$ cat src/rtl/uart_rx_oversample_if.sv
// uart_rx_oversample_if
// Byte/strobe bus between the UART receive front end and the rx FIFO write port.
//   data       : received byte (rx FIFO din), held until the next valid
//   valid      : 1-cycle write strobe (rx FIFO wr_en)
//   frame_err  : 1-cycle strobe, stop bit sampled low
//   parity_err : 1-cycle strobe, parity mismatch
//   brk        : 1-cycle strobe, break (all bits low), together with frame_err
//   overrun    : 1-cycle strobe, good byte dropped because the FIFO was full
//   fifo_full  : rx FIFO full flag
// master = receiver side, slave = FIFO side.
interface uart_rx_oversample_if;
    logic [7:0] data;
    logic       valid;
    logic       frame_err;
    logic       parity_err;
    logic       brk;
    logic       overrun;
    logic       fifo_full;

    modport master (
        output data, valid, frame_err, parity_err, brk, overrun,
        input  fifo_full
    );

    modport slave (
        input  data, valid, frame_err, parity_err, brk, overrun,
        output fifo_full
    );
endinterface

$ cat src/rtl/uart_rx_oversample.sv
// uart_rx_oversample
// UART receive front end: synchronises rx_i, detects the start edge, votes each bit
// 2-of-3 around mid-period, deserialises LSB-first with optional parity and emits
// single-cycle write/error strobes towards the rx FIFO.
// Ports:
//   clk_i       : system clock
//   rst_ni      : synchronous active-low reset
//   baud_div_i  : clocks per bit (values < 4 act as 4), latched on the start edge
//   rx_i        : asynchronous serial input, idle high
//   busy_o      : high whenever the receiver is not idle
//   rx_bus      : byte/strobe bus to the rx FIFO (master side)
module uart_rx_oversample #(
    parameter int unsigned SYNC_STAGES = 2,
    parameter int unsigned DATA_BITS   = 8,
    parameter bit          PARITY_EN   = 1'b0,
    parameter bit          PARITY_ODD  = 1'b0
) (
    input  logic                        clk_i,
    input  logic                        rst_ni,
    input  logic [15:0]                 baud_div_i,
    input  logic                        rx_i,
    output logic                        busy_o,
    uart_rx_oversample_if.master        rx_bus
);

    typedef enum logic [2:0] {
        StIdle, StStart, StData, StParity, StStop, StWaitIdle
    } state_e;

    state_e state_q, state_d;

    logic [SYNC_STAGES-1:0] sync_q;
    logic                   rxs_prev_q;
    logic [15:0]            cnt_q;
    logic [15:0]            n_q;
    logic [3:0]             k_q;
    logic                   s1_q, s2_q;
    logic [7:0]             shreg_q;
    logic                   perr_q;
    logic                   zero_q;

    logic [7:0] data_q, data_d;
    logic       valid_q, valid_d;
    logic       frame_err_q, frame_err_d;
    logic       parity_err_q, parity_err_d;
    logic       brk_q, brk_d;
    logic       overrun_q, overrun_d;

    logic        rxs, edge_det, vote, par_calc, last_data;
    logic        is_s1, is_s2, is_vote;
    logic [15:0] half, baud_clamped;
    logic [2:0]  bit_idx;

    assign rxs          = sync_q[SYNC_STAGES-1];
    assign edge_det     = ~rxs & rxs_prev_q;
    assign baud_clamped = (baud_div_i < 16'd4) ? 16'd4 : baud_div_i;
    assign half         = n_q >> 1;
    assign is_s1        = (cnt_q == half - 16'd1);
    assign is_s2        = (cnt_q == half);
    assign is_vote      = (cnt_q == half + 16'd1);
    // Third sample is taken live on the vote cycle.
    assign vote         = (s1_q & s2_q) | (s1_q & rxs) | (s2_q & rxs);
    assign last_data    = (k_q == 4'(DATA_BITS));
    assign bit_idx      = 3'(k_q - 4'd1);
    // Unused upper shreg bits stay zero, so the reduction covers data bits only.
    assign par_calc     = (^shreg_q) ^ PARITY_ODD;

    // State register
    always_ff @(posedge clk_i) begin
        if (!rst_ni) begin
            state_q <= StIdle;
        end else begin
            state_q <= state_d;
        end
    end

    // Next-state logic
    always_comb begin
        state_d = state_q;
        case (state_q)
            StIdle:     if (edge_det) state_d = StStart;
            StStart:    if (is_vote) state_d = vote ? StIdle : StData;
            StData:     if (is_vote && last_data) state_d = PARITY_EN ? StParity : StStop;
            StParity:   if (is_vote) state_d = StStop;
            StStop:     if (is_vote) state_d = rxs ? StIdle : StWaitIdle;
            StWaitIdle: if (rxs) state_d = StIdle;
            default:    state_d = StIdle;
        endcase
    end

    // Output logic: outcome is decided on the stop vote and registered, so the
    // strobes appear one cycle after the vote.
    always_comb begin
        data_d       = data_q;
        valid_d      = 1'b0;
        frame_err_d  = 1'b0;
        parity_err_d = 1'b0;
        brk_d        = 1'b0;
        overrun_d    = 1'b0;
        if (state_q == StStop && is_vote) begin
            if (vote) begin
                if (perr_q) begin
                    parity_err_d = 1'b1;
                end else if (rx_bus.fifo_full) begin
                    overrun_d = 1'b1;
                end else begin
                    valid_d = 1'b1;
                    data_d  = shreg_q;
                end
            end else begin
                frame_err_d = 1'b1;
                brk_d       = zero_q;
            end
        end
    end

    // Datapath: synchroniser, bit timing, sampling and shift register
    always_ff @(posedge clk_i) begin
        if (!rst_ni) begin
            sync_q       <= '1;
            rxs_prev_q   <= 1'b1;
            cnt_q        <= '0;
            n_q          <= 16'd4;
            k_q          <= '0;
            s1_q         <= 1'b1;
            s2_q         <= 1'b1;
            shreg_q      <= '0;
            perr_q       <= 1'b0;
            zero_q       <= 1'b0;
            data_q       <= '0;
            valid_q      <= 1'b0;
            frame_err_q  <= 1'b0;
            parity_err_q <= 1'b0;
            brk_q        <= 1'b0;
            overrun_q    <= 1'b0;
        end else begin
            sync_q       <= {sync_q[SYNC_STAGES-2:0], rx_i};
            rxs_prev_q   <= rxs;
            data_q       <= data_d;
            valid_q      <= valid_d;
            frame_err_q  <= frame_err_d;
            parity_err_q <= parity_err_d;
            brk_q        <= brk_d;
            overrun_q    <= overrun_d;
            if (state_q == StIdle) begin
                if (edge_det) begin
                    // Edge cycle counts as cnt=0, so the next cycle is cnt=1.
                    cnt_q   <= 16'd1;
                    n_q     <= baud_clamped;
                    k_q     <= '0;
                    shreg_q <= '0;
                    perr_q  <= 1'b0;
                    zero_q  <= 1'b1;
                end
            end else begin
                if (cnt_q == n_q - 16'd1) begin
                    cnt_q <= '0;
                    k_q   <= k_q + 4'd1;
                end else begin
                    cnt_q <= cnt_q + 16'd1;
                end
                if (is_s1) s1_q <= rxs;
                if (is_s2) s2_q <= rxs;
                if (is_vote && state_q == StData) begin
                    shreg_q[bit_idx] <= vote;
                    zero_q           <= zero_q & ~vote;
                end
                if (is_vote && state_q == StParity) begin
                    perr_q <= vote ^ par_calc;
                    zero_q <= zero_q & ~vote;
                end
            end
        end
    end

    assign busy_o            = (state_q != StIdle);
    assign rx_bus.data       = data_q;
    assign rx_bus.valid      = valid_q;
    assign rx_bus.frame_err  = frame_err_q;
    assign rx_bus.parity_err = parity_err_q;
    assign rx_bus.brk        = brk_q;
    assign rx_bus.overrun    = overrun_q;

endmodule

$ cat src/flat_wrapper.sv
// flat-port wrapper written by rule: the top's interface ports become plain ports
module uart_rx_oversample_flat 
#(
    parameter int unsigned SYNC_STAGES = 2,
    parameter int unsigned DATA_BITS   = 8,
    parameter bit          PARITY_EN   = 1'b0,
    parameter bit          PARITY_ODD  = 1'b0
)
  (clk_i, rst_ni, baud_div_i, rx_i, busy_o, rx_bus_data, rx_bus_valid, rx_bus_frame_err, rx_bus_parity_err, rx_bus_brk, rx_bus_overrun, rx_bus_fifo_full);
  uart_rx_oversample_if rx_bus_i ();
  input  logic clk_i;
  input  logic rst_ni;
  input  logic [15:0] baud_div_i;
  input  logic rx_i;
  output logic busy_o;
  output wire logic [$bits(rx_bus_i.data)-1:0] rx_bus_data;
  output wire logic [$bits(rx_bus_i.valid)-1:0] rx_bus_valid;
  output wire logic [$bits(rx_bus_i.frame_err)-1:0] rx_bus_frame_err;
  output wire logic [$bits(rx_bus_i.parity_err)-1:0] rx_bus_parity_err;
  output wire logic [$bits(rx_bus_i.brk)-1:0] rx_bus_brk;
  output wire logic [$bits(rx_bus_i.overrun)-1:0] rx_bus_overrun;
  input wire logic [$bits(rx_bus_i.fifo_full)-1:0] rx_bus_fifo_full;
  assign rx_bus_data = rx_bus_i.data;
  assign rx_bus_valid = rx_bus_i.valid;
  assign rx_bus_frame_err = rx_bus_i.frame_err;
  assign rx_bus_parity_err = rx_bus_i.parity_err;
  assign rx_bus_brk = rx_bus_i.brk;
  assign rx_bus_overrun = rx_bus_i.overrun;
  assign rx_bus_i.fifo_full = rx_bus_fifo_full;
  uart_rx_oversample #(.SYNC_STAGES(SYNC_STAGES), .DATA_BITS(DATA_BITS), .PARITY_EN(PARITY_EN), .PARITY_ODD(PARITY_ODD)) u_core (.clk_i(clk_i), .rst_ni(rst_ni), .baud_div_i(baud_div_i), .rx_i(rx_i), .busy_o(busy_o), .rx_bus(rx_bus_i));
endmodule
$ cat config.mk
export PLATFORM = sky130hd
export DESIGN_NAME = uart_rx_oversample_flat
export DESIGN_NICKNAME = d
export VERILOG_FILES = /design/src/rtl/uart_rx_oversample_if.sv /design/src/rtl/uart_rx_oversample.sv /design/src/flat_wrapper.sv
export SDC_FILE = /design/constraint.sdc
export NUM_CORES = 1
export LEC_CHECK = 0
export BUFFER_PORTS_ARGS = -buffer_cell sky130_fd_sc_hd__buf_2
export CORE_MARGIN = 3
export CORE_UTILIZATION = 55
export DETAILED_ROUTE_END_ITERATION = 12
export PLACE_DENSITY = 0.74
export SYNTH_ARGS = -nofsm -noshare
export SYNTH_HDL_FRONTEND = slang
export SYNTH_SLANG_ARGS = --single-unit
export TNS_END_PERCENT = 30
$ cat constraint.sdc
create_clock -name clk_i -period 7.8 [get_ports clk_i]
set_input_delay 0.78 -clock clk_i [delete_from_list [all_inputs] [get_ports clk_i]]
set_output_delay 0.78 -clock clk_i [all_outputs]
set_load 0.01 [all_outputs]
After elaboration in Yosys (flattened, before gate mapping)

Index checks and enable logic that the tools add are counted.

Flip-flop bits (word level): 67
Latch bits: 0
Memory bits (writable): 0
Bits in read-only memories: 0
Input bits: 20
Output and inout bits: 14
Logic and storage cells: 115
Memories kept: 0

Add/sub/neg operators: 6
Multiply operators: 0
Divide/modulo/power cells: 0
Order comparisons: 3
Equality and inequality tests: 16
Shifts and indexed selects: 0
Muxes and demuxes: 33
Bitwise operators: 15
Reduce and logical (&&, ||, !) cells: 25

Operator list:

| operator                                            | number |
|---|---|
| 2-to-1 mux 16 bit                                   | 4 |
| equality test 16 bit                                | 3 |
| 2-to-1 mux 8 bit                                    | 3 |
| 2-to-1 mux 3 bit                                    | 7 |
| case mux 3 bit (6 select lines)                     | 1 |
| adder 15 x 1 -> 16 bit, second input constant       | 1 |
| adder 16 x 1 -> 16 bit, second input constant       | 1 |
| equality test 16 x 15 -> 1 bit                      | 1 |
| < comparator 16 x 3 -> 1 bit, second input constant | 1 |
| AND reduction 2 bit                                 | 8 |
| subtractor 15 x 1 -> 16 bit, second input constant  | 1 |
| subtractor 16 x 1 -> 16 bit, second input constant  | 1 |
| 2-to-1 mux 1 bit                                    | 12 |
| 2-to-1 mux 4 bit                                    | 3 |
| != test 2 x 1 -> 1 bit, second input constant       | 6 |
| bitwise mux 8 bit                                   | 1 |
| parity 8 bit                                        | 1 |
| inverter 1 bit                                      | 7 |
| equality test 3 x 2 -> 1 bit, second input constant | 2 |
| equality test 3 bit, second input constant          | 2 |
| AND reduction 6 bit                                 | 1 |
| nonzero test 2 bit                                  | 3 |
| nonzero test 3 bit                                  | 2 |
| AND 1 bit                                           | 5 |
| other kinds (16)                                    | 21 |

Longest topological paths before layout

Gate-level depths: netlist of the first run.

Depth in word-level cells: 8
Depth in mapped cells: 11
Gate-level depth less buffers: 9

Least setup slack after synthesis of the first run

OpenSTA, ideal clock, no wires.

Path kind: register to register
Start point: register u_core.n_q[2]
End point: register u_core.cnt_q[2]
Library setup time: 133 ps
Arrival time: 2634 ps
Data required time: 7667 ps
Path slack: 5034 ps
Cell stages (with the launch flop): 12
Path buffers: 2
Clock period less this slack: 2766 ps
Cell sequence: dfxtp_1 > buf_2 > inv_1 > ha_1 > nor4b_4 > nand4_1 > or3_1 > a2111oi_2 > nand4_2 > buf_2 > a31oi_1 > mux2i_1

Word-level cells in the longest chain between the ends: 4

RTL lines:

| what                        | RTL line                  | source |
|---|---|---|
| start, declared             | uart_rx_oversample.sv:35  | `logic [15:0] n_q;` |
| start signal, assigned      | uart_rx_oversample.sv:149 | `n_q <= baud_clamped;` |
| subtractor 16 x 1 -> 16 bit | uart_rx_oversample.sv:156 | `if (cnt_q == n_q - 16'd1) begin` |
| equality test 16 bit        | uart_rx_oversample.sv:156 |  |
| 2-to-1 mux 16 bit           | uart_rx_oversample.sv:156 |  |
| 2-to-1 mux 16 bit           | uart_rx_oversample.sv:145 | `if (state_q == StIdle) begin` |
| end signal, assigned        | uart_rx_oversample.sv:160 | `cnt_q <= cnt_q + 16'd1;` |
| end, declared               | uart_rx_oversample.sv:34  | `logic [15:0] cnt_q;` |

No other way between the ends.
A chain may end at the register's enable or synchronous reset.

Worst setup path after layout of the first run

Start point: register u_core.n_q[2]
End point: register u_core.cnt_q[15]

Same word-level chain as after synthesis.

==> results of run 1 <==
==> Yosys cell counts (9+ instances only) <==
| cell type | count |
|---|---|
| o311ai_0 | 9 |
| o22ai_1 | 9 |
| nand3_1 | 34 |
| nand2_1 | 91 |
| nand4_1 | 27 |
| dfxtp_1 | 67 |
| inv_1 | 19 |
| xor2_1 | 20 |
| nor2_1 | 42 |
| a21oi_1 | 10 |
| nor3_1 | 10 |
| buf_2 | 13 |
| a31oi_1 | 15 |
| clkbuf_1 | 31 |
| o21ai_0 | 12 |
| a21boi_0 | 16 |
| nand2b_1 | 13 |
| xnor2_1 | 43 |
| mux2i_1 | 17 |
==> final timing paths <==
kind                                             startpoint                            end  slack, ps  depth (start not counted)
worst max-delay path             u_core.n_q[2]$_SDFFE_PN1P_  u_core.cnt_q[15]$_SDFFE_PN0N_       4200                          9
worst min-delay path            u_core.sync_q[0]$_SDFF_PN1_    u_core.sync_q[1]$_SDFF_PN1_        410                          1
worst max register to register   u_core.n_q[2]$_SDFFE_PN1P_  u_core.cnt_q[15]$_SDFFE_PN0N_       4200                          9
worst min register to register  u_core.sync_q[0]$_SDFF_PN1_    u_core.sync_q[1]$_SDFF_PN1_        410                          1
==> metrics by stage <==
step	power, mW	instance area, µm²	setup slack, ps	hold WS (ps)
6_report	0.775	5090	4200	414
5_1_grt	0.807	5090	3940	436
4_1_cts	0.781	5090	4240	421
3_5_place_dp	0.447	4860	4230	403
3_3_place_gp	0.445	4860	4410	393
2_1_floorplan	0.426	4770	5030	386
==> cells by family (layout without fill, tap and decap cells) <==
logic type / count (synthesis) / count (layout) / share of synthesized area [%]
simple gates: 291 / 291 / 33.2
compound gates: 103 / 103 / 15.4
buf+inv: 68 / 69 / 5.88
flops: 67 / 67 / 28.1
xor+xnor: 63 / 63 / 11.6
mux: 19 / 19 / 4.04
fa+ha+maj: 7 / 7 / 1.78
==> registers in the layout, indices dropped and copies added, names as in the netlist <==
name / cells
u_core.s1_q: 1
u_core.state_q: 3
u_core.rx_bus.valid: 1
u_core.s2_q: 1
u_core.rx_bus.frame_err: 1
u_core.rxs_prev_q: 1
u_core.n_q: 16
u_core.zero_q: 1
u_core.sync_q: 2
u_core.perr_q: 1
u_core.rx_bus.brk: 1
u_core.cnt_q: 16
u_core.rx_bus.parity_err: 1
u_core.k_q: 4
u_core.rx_bus.overrun: 1
u_core.rx_bus.data: 8
u_core.shreg_q: 8
==> placed cells by master (no fill, tap or decap), types with 9 or more instances in the layout <==
| master | Yosys | routed |
|---|---|---|
| nand3_1 | 34 | 34 |
| nand4_1 | 27 | 27 |
| o22ai_1 | 9 | 9 |
| nand2b_1 | 13 | 13 |
| mux2i_1 | 17 | 17 |
| a21oi_1 | 10 | 10 |
| inv_1 | 19 | 19 |
| buf_2 | 13 | 33 |
| nand2_1 | 91 | 91 |
| nor2_1 | 42 | 42 |
| xor2_1 | 20 | 20 |
| dfxtp_1 | 67 | 67 |
| o311ai_0 | 9 | 9 |
| o21ai_0 | 12 | 12 |
| nor3_1 | 10 | 10 |
| clkbuf_8 | 0 | 9 |
| a21boi_0 | 16 | 16 |
| xnor2_1 | 43 | 43 |
| a31oi_1 | 15 | 15 |
==> power by group through the flow <==
stage | Sequential (mW) | Combinational [mW] | Clock, mW
floorplan | 0.357 | 0.0693 | 0
global placement | 0.367 | 0.0780 | 0
detailed placement | 0.367 | 0.0803 | 0
CTS | 0.359 | 0.0808 | 0.341
global route | 0.361 | 0.0889 | 0.357
finish | 0.360 | 0.0819 | 0.334
==> layout make-up <==
class	instances	area, µm²	area share, %
Multi-Input combinational cell	483	3150	61.9
Sequential cell	67	1340	26.4
Timing Repair Buffer	34	173	3.39
Tap cell	105	131	2.58
Clock buffer	9	124	2.43
Clock inverter	7	100	1.97
Inverter	19	71.3	1.40
==> layer usage <==
metal	global-route usage (%)	routed length [µm]	share of wire, %
met1	35.5	5460	44
met2	38.8	5540	45
met3	4.35	1080	8.6
met4	9.98	359	2.9
met5	0	0	0
==> metrics.txt, run 1 <==
Pleak 1.75 nW; syn nets 644; Rel. slew slack 41.6%; cts repair resizes 0; total core area 8300 µm²; antenna cell count 0; CP Cell Sequence inv_1 > ha_1 > nor4b_4 > nand4_1 > or3_1 > a2111oi_2 > nand4_2 > nand2_1 > o311ai_0; CP Launch Type flip-flop; IO Port Bufs 33; setup tns final 0 ps; Antenna Nets Post-Route 0; synthesized cell area 4770 µm²; final hold violations 0; total grt overflow 0; DRT Pass-1 Iters 5; CP top delay family simple AND/OR/NAND/NOR gates; routed length per instance 17.2 µm; vias per cell 6.35; CP max stage delay 570 ps; Synth area leader dfxtp_1; main flop type after synthesis dfxtp_1; Final Util 61.3%; crit-path max FO 25; proportion of power drawn by combinational gates 10.6%; via count 4600; Post-synth EDFFs 0; CTS tree yes; VDD IR max 161 µV; share of cells above drive strength 1 10.8%; CTS buffer count 9; crit path kind reg -> reg; initial antenna violation count 0; top cells by area, synth dfxtp_1 (28%), xnor2_1 (7.9%), nand2_1 (7.2%); Psw 214 µW; Async SR Flop Fraction 0%; Rows 33; type of the tightest min-delay check reg -> reg; Die X 99.1 µm; Int Power 561 µW; DP Cell Count 708; register bit total from synthesis 67; distinct cell type count after synthesis 64; GRT Util Overall 25.3%; Total Wirelength 12.4 mm; hpwl dp 9.04 mm; nets@finish 640; Period minus WS final 3600 ps; Sink Count 67; Remaining DRCs 0; fmax 278 MHz; clk_skew 9.91 ps; Initial DRC Count 314; Root Driver clkbuf_8; pin count of the biggest net entering global routing 51; status finished clean; Clock transition at path regs 80 ps; final non-filler cell total 724; Reg power frac 46.4%; Max clock buf depth 2; Final Max Tran Viols 0; first-pass GRT wire length 20.1 mm; Worst-Margin Slew 872 ps; Critical Path AT 3810 ps; worst skew pair latency 350 ps; Die Footprint 9820 µm²; CP bufs+invs 1; max_cap viols 0; Area Growth Syn to Fin 6.69%; Cells after Synth 618; vias in the first global route 4135; Routability Congestion 1.02; sequential fraction of the synthesis area 28.1%; switch share 27.6%; postcts setup bufs 0; CP Capture Type flip-flop; Yosys Warn Count 0; starting density of the core 57.5%; fin crit share 46.1%; Pwr per Cell Area 152 nW/µm²; fillers 767; RSZ-0062 raised after global routing no; io pins 34; CP max-delay cell nand4_2; Clk pwr share 43.1%; Mean Syn Cell Area 7.72 µm²; share of the synthesized area in the top cell type 28.1%; Final setup viols 0; cts hold-fix bufs 0; Die Y-Extent 99.1 µm; H-tree depth 3; Critical Path RT 8010 ps
(Power assumes the default switching activity.)
==> run 2: changes to the inputs <==
clock period = 3.75 ns   (was 7.8 ns; I/O delays follow)
==> run 2 against run 1 <==
Compared with the run above: sequential cell count did not move; clock skew rose by 3.0 ps; sequential share of layout area fell by 0.23 points; critical path type unchanged; critical endpoint is now u_core.shreg_q[2]$_SDFFE_PN0P_; largest cell class unchanged.
==> metrics.txt, run 2 (same netlist as run 1, synthesis figures left out) <==
DRT Pass-1 Iters 5; antenna cell count 0; GRT Util Overall 25.5%; Max clock buf depth 2; share of cells above drive strength 1 11.5%; crit path kind reg -> reg; Period minus WS final 3350 ps; fillers 725; Antenna Nets Post-Route 0; total power draw 1.64 mW; Die X 99.1 µm; Setup WS post-layout 397 ps; max_cap viols 0; Final setup viols 0; most frequent cells in the layout nand2_1 (91), dfxtp_1 (67), xnor2_1 (43), nor2_1 (42), nand3_1 (34); IO Port Bufs 33; status finished clean; io pins 34; Final Max Tran Viols 0; pin count of the biggest net entering global routing 50; first-pass GRT wire length 20.1 mm; cts hold-fix bufs 0; Die Footprint 9820 µm²; Pleak 1.78 nW; fin area 5130 µm²; starting density of the core 57.5%; fin crit share 89.4%; Rows 33; Total Wirelength 12.0 mm; clk_skew 12.9 ps; final hold slack 197 ps; H-tree depth 3; initial antenna violation count 0; Placed Instance Area 4900 µm²; vias in the first global route 4141; Sink Count 67; Root Driver clkbuf_8; Routability Congestion 0.960; Worst-Margin Slew 739 ps; Rel. slew slack 50.7%; setup tns final 0 ps; type of the tightest min-delay check in -> reg; Clock transition at path regs 90 ps; worst skew pair latency 360 ps; Critical Path AT 3580 ps; total core area 8300 µm²; VDD IR max 217 µV; Area Growth Syn to Fin 7.64%; crit-path max FO 19; Critical Path RT 3980 ps; CTS buffer count 9; CP Launch Type flip-flop; Largest regs u_core.cnt_q (16), u_core.n_q (16); cts repair resizes 0; Setup WS pre-CTS 433 ps; CTS tree yes; via count 4578; hpwl dp 8.81 mm; Pwr per Cell Area 319 nW/µm²; Die Y-Extent 99.1 µm; nets@finish 645; RSZ-0062 raised after global routing no; postcts setup bufs 0; final hold violations 0; fmax 298 MHz; multi-input logic area 3150 µm²; Initial DRC Count 350; total grt overflow 0; R2R setup slack 400 ps; routed length per instance 16.5 µm; CP Capture Type flip-flop; commonest non-fill, non-tap cell in the layout nand2_1; register area 1340 µm²; vias per cell 6.28; Remaining DRCs 0
run 2: changes by cell type in the layout (fill, tap and decap cells not counted):
cell | before | now
buf_4 | 1 | 6
clkinv_2 | 1 | 0
clkinvlp_4 | 2 | 1
inv_6 | 1 | 2
inv_8 | 1 | 2
run 2: stage by stage:
step | cells | util, %
final | 729 | 61.8
after global placement | 713 | 59.1
after global routing | 729 | 61.8
after CTS | 729 | 61.8
after detailed placement | 713 | 59.1
after floorplan | 618 | -
run 2: path summary, 6_finish.rpt:
check | startpoint | to | cells past startpoint
hold / removal | rx_i | u_core.sync_q[0]$_SDFF_PN1_ | 2
setup / recovery | u_core.n_q[3]$_SDFFE_PN0P_ | u_core.shreg_q[2]$_SDFFE_PN0P_ | 7
hold reg to reg | u_core.sync_q[0]$_SDFF_PN1_ | u_core.sync_q[1]$_SDFF_PN1_ | 1
setup reg to reg | u_core.n_q[3]$_SDFFE_PN0P_ | u_core.shreg_q[2]$_SDFFE_PN0P_ | 7
run 2: area by class of cell:
type                       instances  area share [%]
clock buffer                       9            2.41
inverter                          19            1.39
tap                              105            2.56
clock inverter                     7            2.10
timing repair buffer              39            4.10
multi-input combinational        483            61.3
sequential                        67            26.1
run 2: where the power goes:
part | internal, mW | switching, mW | total (mW)
Sequential | 0.720 | 0.0275 | 0.748
Combinational | 0.0689 | 0.102 | 0.171
Clock | 0.388 | 0.328 | 0.717
Total | 1.18 | 0.458 | 1.64
run 2: metal layers:
layer / GRT usage (%) / vias up / wire length, µm
met1: 36.5 / 2136 / 5510
met2: 37.2 / 195 / 5240
li1: - / 2220 / -
met4: 10.8 / 0 / 320
met5: 0 / - / 0
met3: 5.05 / 27 / 927
run 2: worst max-delay path, stage by stage (launching register included):
cell,delay [ps]
dfxtp_1,760
and4_1,420
nand3_1,180
xor2_1,240
or4_4,600
nor4_4,400
nor3b_4,460
o22ai_1,160
==> run 3: changes to the inputs <==
--- a/config.mk
+++ b/config.mk
@@ -8,7 +8,7 @@
 export BUFFER_PORTS_ARGS = -buffer_cell sky130_fd_sc_hd__buf_2
 export CORE_MARGIN = 3
-export CORE_UTILIZATION = 55
+export CORE_UTILIZATION = 61
 export DETAILED_ROUTE_END_ITERATION = 12
-export PLACE_DENSITY = 0.74
+export PLACE_DENSITY = 0.8
 export SYNTH_ARGS = -nofsm -noshare
 export SYNTH_HDL_FRONTEND = slang
==> constraint.sdc (replaced) <==
create_clock -name clk_i -period 3.75 [get_ports clk_i]
set_input_delay 0.75 -clock clk_i [delete_from_list [all_inputs] [get_ports clk_i]]
set_output_delay 0.75 -clock clk_i [all_outputs]
set_load 0.01 [all_outputs]
==> run 3 against run 2 <==
Compared with the run above: final area down 0.63%; combinational power about the same; critical path depth increased by 3; total power decreased by 3.6%; non-clock buffer count fell by 1; largest cell class unchanged; register-to-register slack got worse by 20 ps; cell count down 1.1%; sequential power about the same; clock power is 8.2% lower; die area down 9.2%.
==> metrics.txt, run 3 (same netlist as run 1, synthesis figures left out) <==
status finished clean; total core area 7410 µm²; Setup WS pre-CTS 427 ps; Psw 415 µW; Die X 94.4 µm; io pins 34; share of cells above drive strength 1 11.3%; Int Power 1.16 mW; via count 4505; postcts setup bufs 0; Period minus WS final 3370 ps; routed length per instance 16.7 µm; setup tns final 0 ps; H-tree depth 3; Hold Path Origin u_core.sync_q[0]$_SDFF_PN1_; Max clock buf depth 2; CP max-delay cell nor4b_4; type of the tightest min-delay check reg -> reg; cts repair resizes 0; Rel. slew slack 51.4%; nets@finish 644; r2r startpoint u_core.n_q[2]$_SDFFE_PN1P_; Initial DRC Count 258; RSZ-0062 raised after global routing no; commonest non-fill, non-tap cell in the layout nand2_1; Die Footprint 8910 µm²; Clock transition at path regs 70 ps; switch share 26.3%; Final Max Tran Viols 0; Final setup viols 0; hold path cells 1; DRT Pass-1 Iters 5; Setup WS post-layout 378 ps; pin count of the biggest net entering global routing 42; GRT Util Overall 28.6%; antenna cell count 0; most frequent cells in the layout nand2_1 (91), dfxtp_1 (67), xnor2_1 (43), nor2_1 (42), nand3_1 (34); multi-input logic area 3150 µm²; Area Growth Syn to Fin 6.95%; initial antenna violation count 0; register area 1340 µm²; Setup crit start u_core.n_q[2]$_SDFFE_PN1P_; first-pass GRT wire length 20.2 mm; max_cap viols 0; vias in the first global route 4097; fmax 297 MHz; Routability Congestion 0.945; Reg power frac 47.4%; IO Port Bufs 33; hpwl dp 8.93 mm; Clk pwr share 41.7%; reg2reg path depth 10; crit path kind reg -> reg; Pwr per Cell Area 309 nW/µm²; CP Launch Type flip-flop; Die Y-Extent 94.4 µm; fillers 621; proportion of power drawn by combinational gates 10.8%; fin crit share 89.9%; CTS buffer count 9; vias per cell 6.25; CP max stage delay 480 ps; clk_skew 11.9 ps; VDD IR max 388 µV; Total Wirelength 12.0 mm; Root Driver clkbuf_8; Remaining DRCs 0; starting density of the core 64.4%; crit-path max FO 15; Worst-Margin Slew 729 ps; Critical Path RT 3970 ps; Critical Path AT 3590 ps; CP Cell Sequence inv_1 > ha_1 > nor4b_4 > nand4_1 > or3_1 > a2111oi_2 > nand4_2 > buf_4 > a31oi_1 > mux2i_1; Rows 31; total grt overflow 0; worst skew pair latency 350 ps; CTS tree yes; final hold violations 0; Antenna Nets Post-Route 0; Largest regs u_core.cnt_q (16), u_core.n_q (16); Sink Count 67; Pleak 1.77 nW; cts hold-fix bufs 0; CP Capture Type flip-flop
## run 3: layout make-up
class                      count  share of cell area (%)
multi-input combinational    483                    61.7
tap                           99                    2.43
clock buffer                   9                    2.43
sequential                    67                    26.3
timing repair buffer          38                    3.97
inverter                      19                    1.40
clock inverter                 6                    1.77
## run 3: power groups by stage
stage,clock (mW),combinational [mW],sequential (mW)
5_1_grt,0.698,0.189,0.750
4_1_cts,0.670,0.169,0.747
6_report,0.658,0.171,0.748
3_5_place_dp,0,0.168,0.764
3_3_place_gp,0,0.165,0.763
2_1_floorplan,0,0.144,0.742
## run 3: layer usage
| metal | global-route usage (%) | wire [µm] | up-vias |
|---|---|---|---|
| met5 | 0 | 0 | - |
| met4 | 11.8 | 342 | 0 |
| met3 | 5.74 | 826 | 29 |
| met2 | 43.4 | 5390 | 156 |
| met1 | 39.7 | 5480 | 2107 |
| li1 | - | - | 2213 |
## run 3: worst paths after layout
kind | endpoint | slack, ps
max | u_core.cnt_q[6]$_SDFFE_PN0N_ | 380
min | u_core.sync_q[1]$_SDFF_PN1_ | 410
max reg2reg | u_core.cnt_q[6]$_SDFFE_PN0N_ | 380
min reg2reg | u_core.sync_q[1]$_SDFF_PN1_ | 410
## run 3: per-stage QoR
stage | utilization, % | hold slack (ps) | total power [mW] | area, µm² | instances
6_report | 68.8 | 411 | 1.58 | 5100 | 721
5_1_grt | 68.8 | 411 | 1.64 | 5100 | 721
4_1_cts | 68.8 | 415 | 1.59 | 5100 | 721
3_5_place_dp | 66.0 | 406 | 0.932 | 4890 | 706
3_3_place_gp | 66.0 | 388 | 0.928 | 4890 | 706
2_1_floorplan | - | 386 | 0.886 | 4770 | 618
## run 3: critical path: cells and delay by family, from the launching register on
kind | cells | cell delay (ps)
adders and majority gates | 1 | 260
DFF | 1 | 430
and+or+nand+nor | 4 | 1470
muxes | 1 | 90
buffers and inverters | 2 | 430
AOI/OAI and AO/OA | 2 | 560
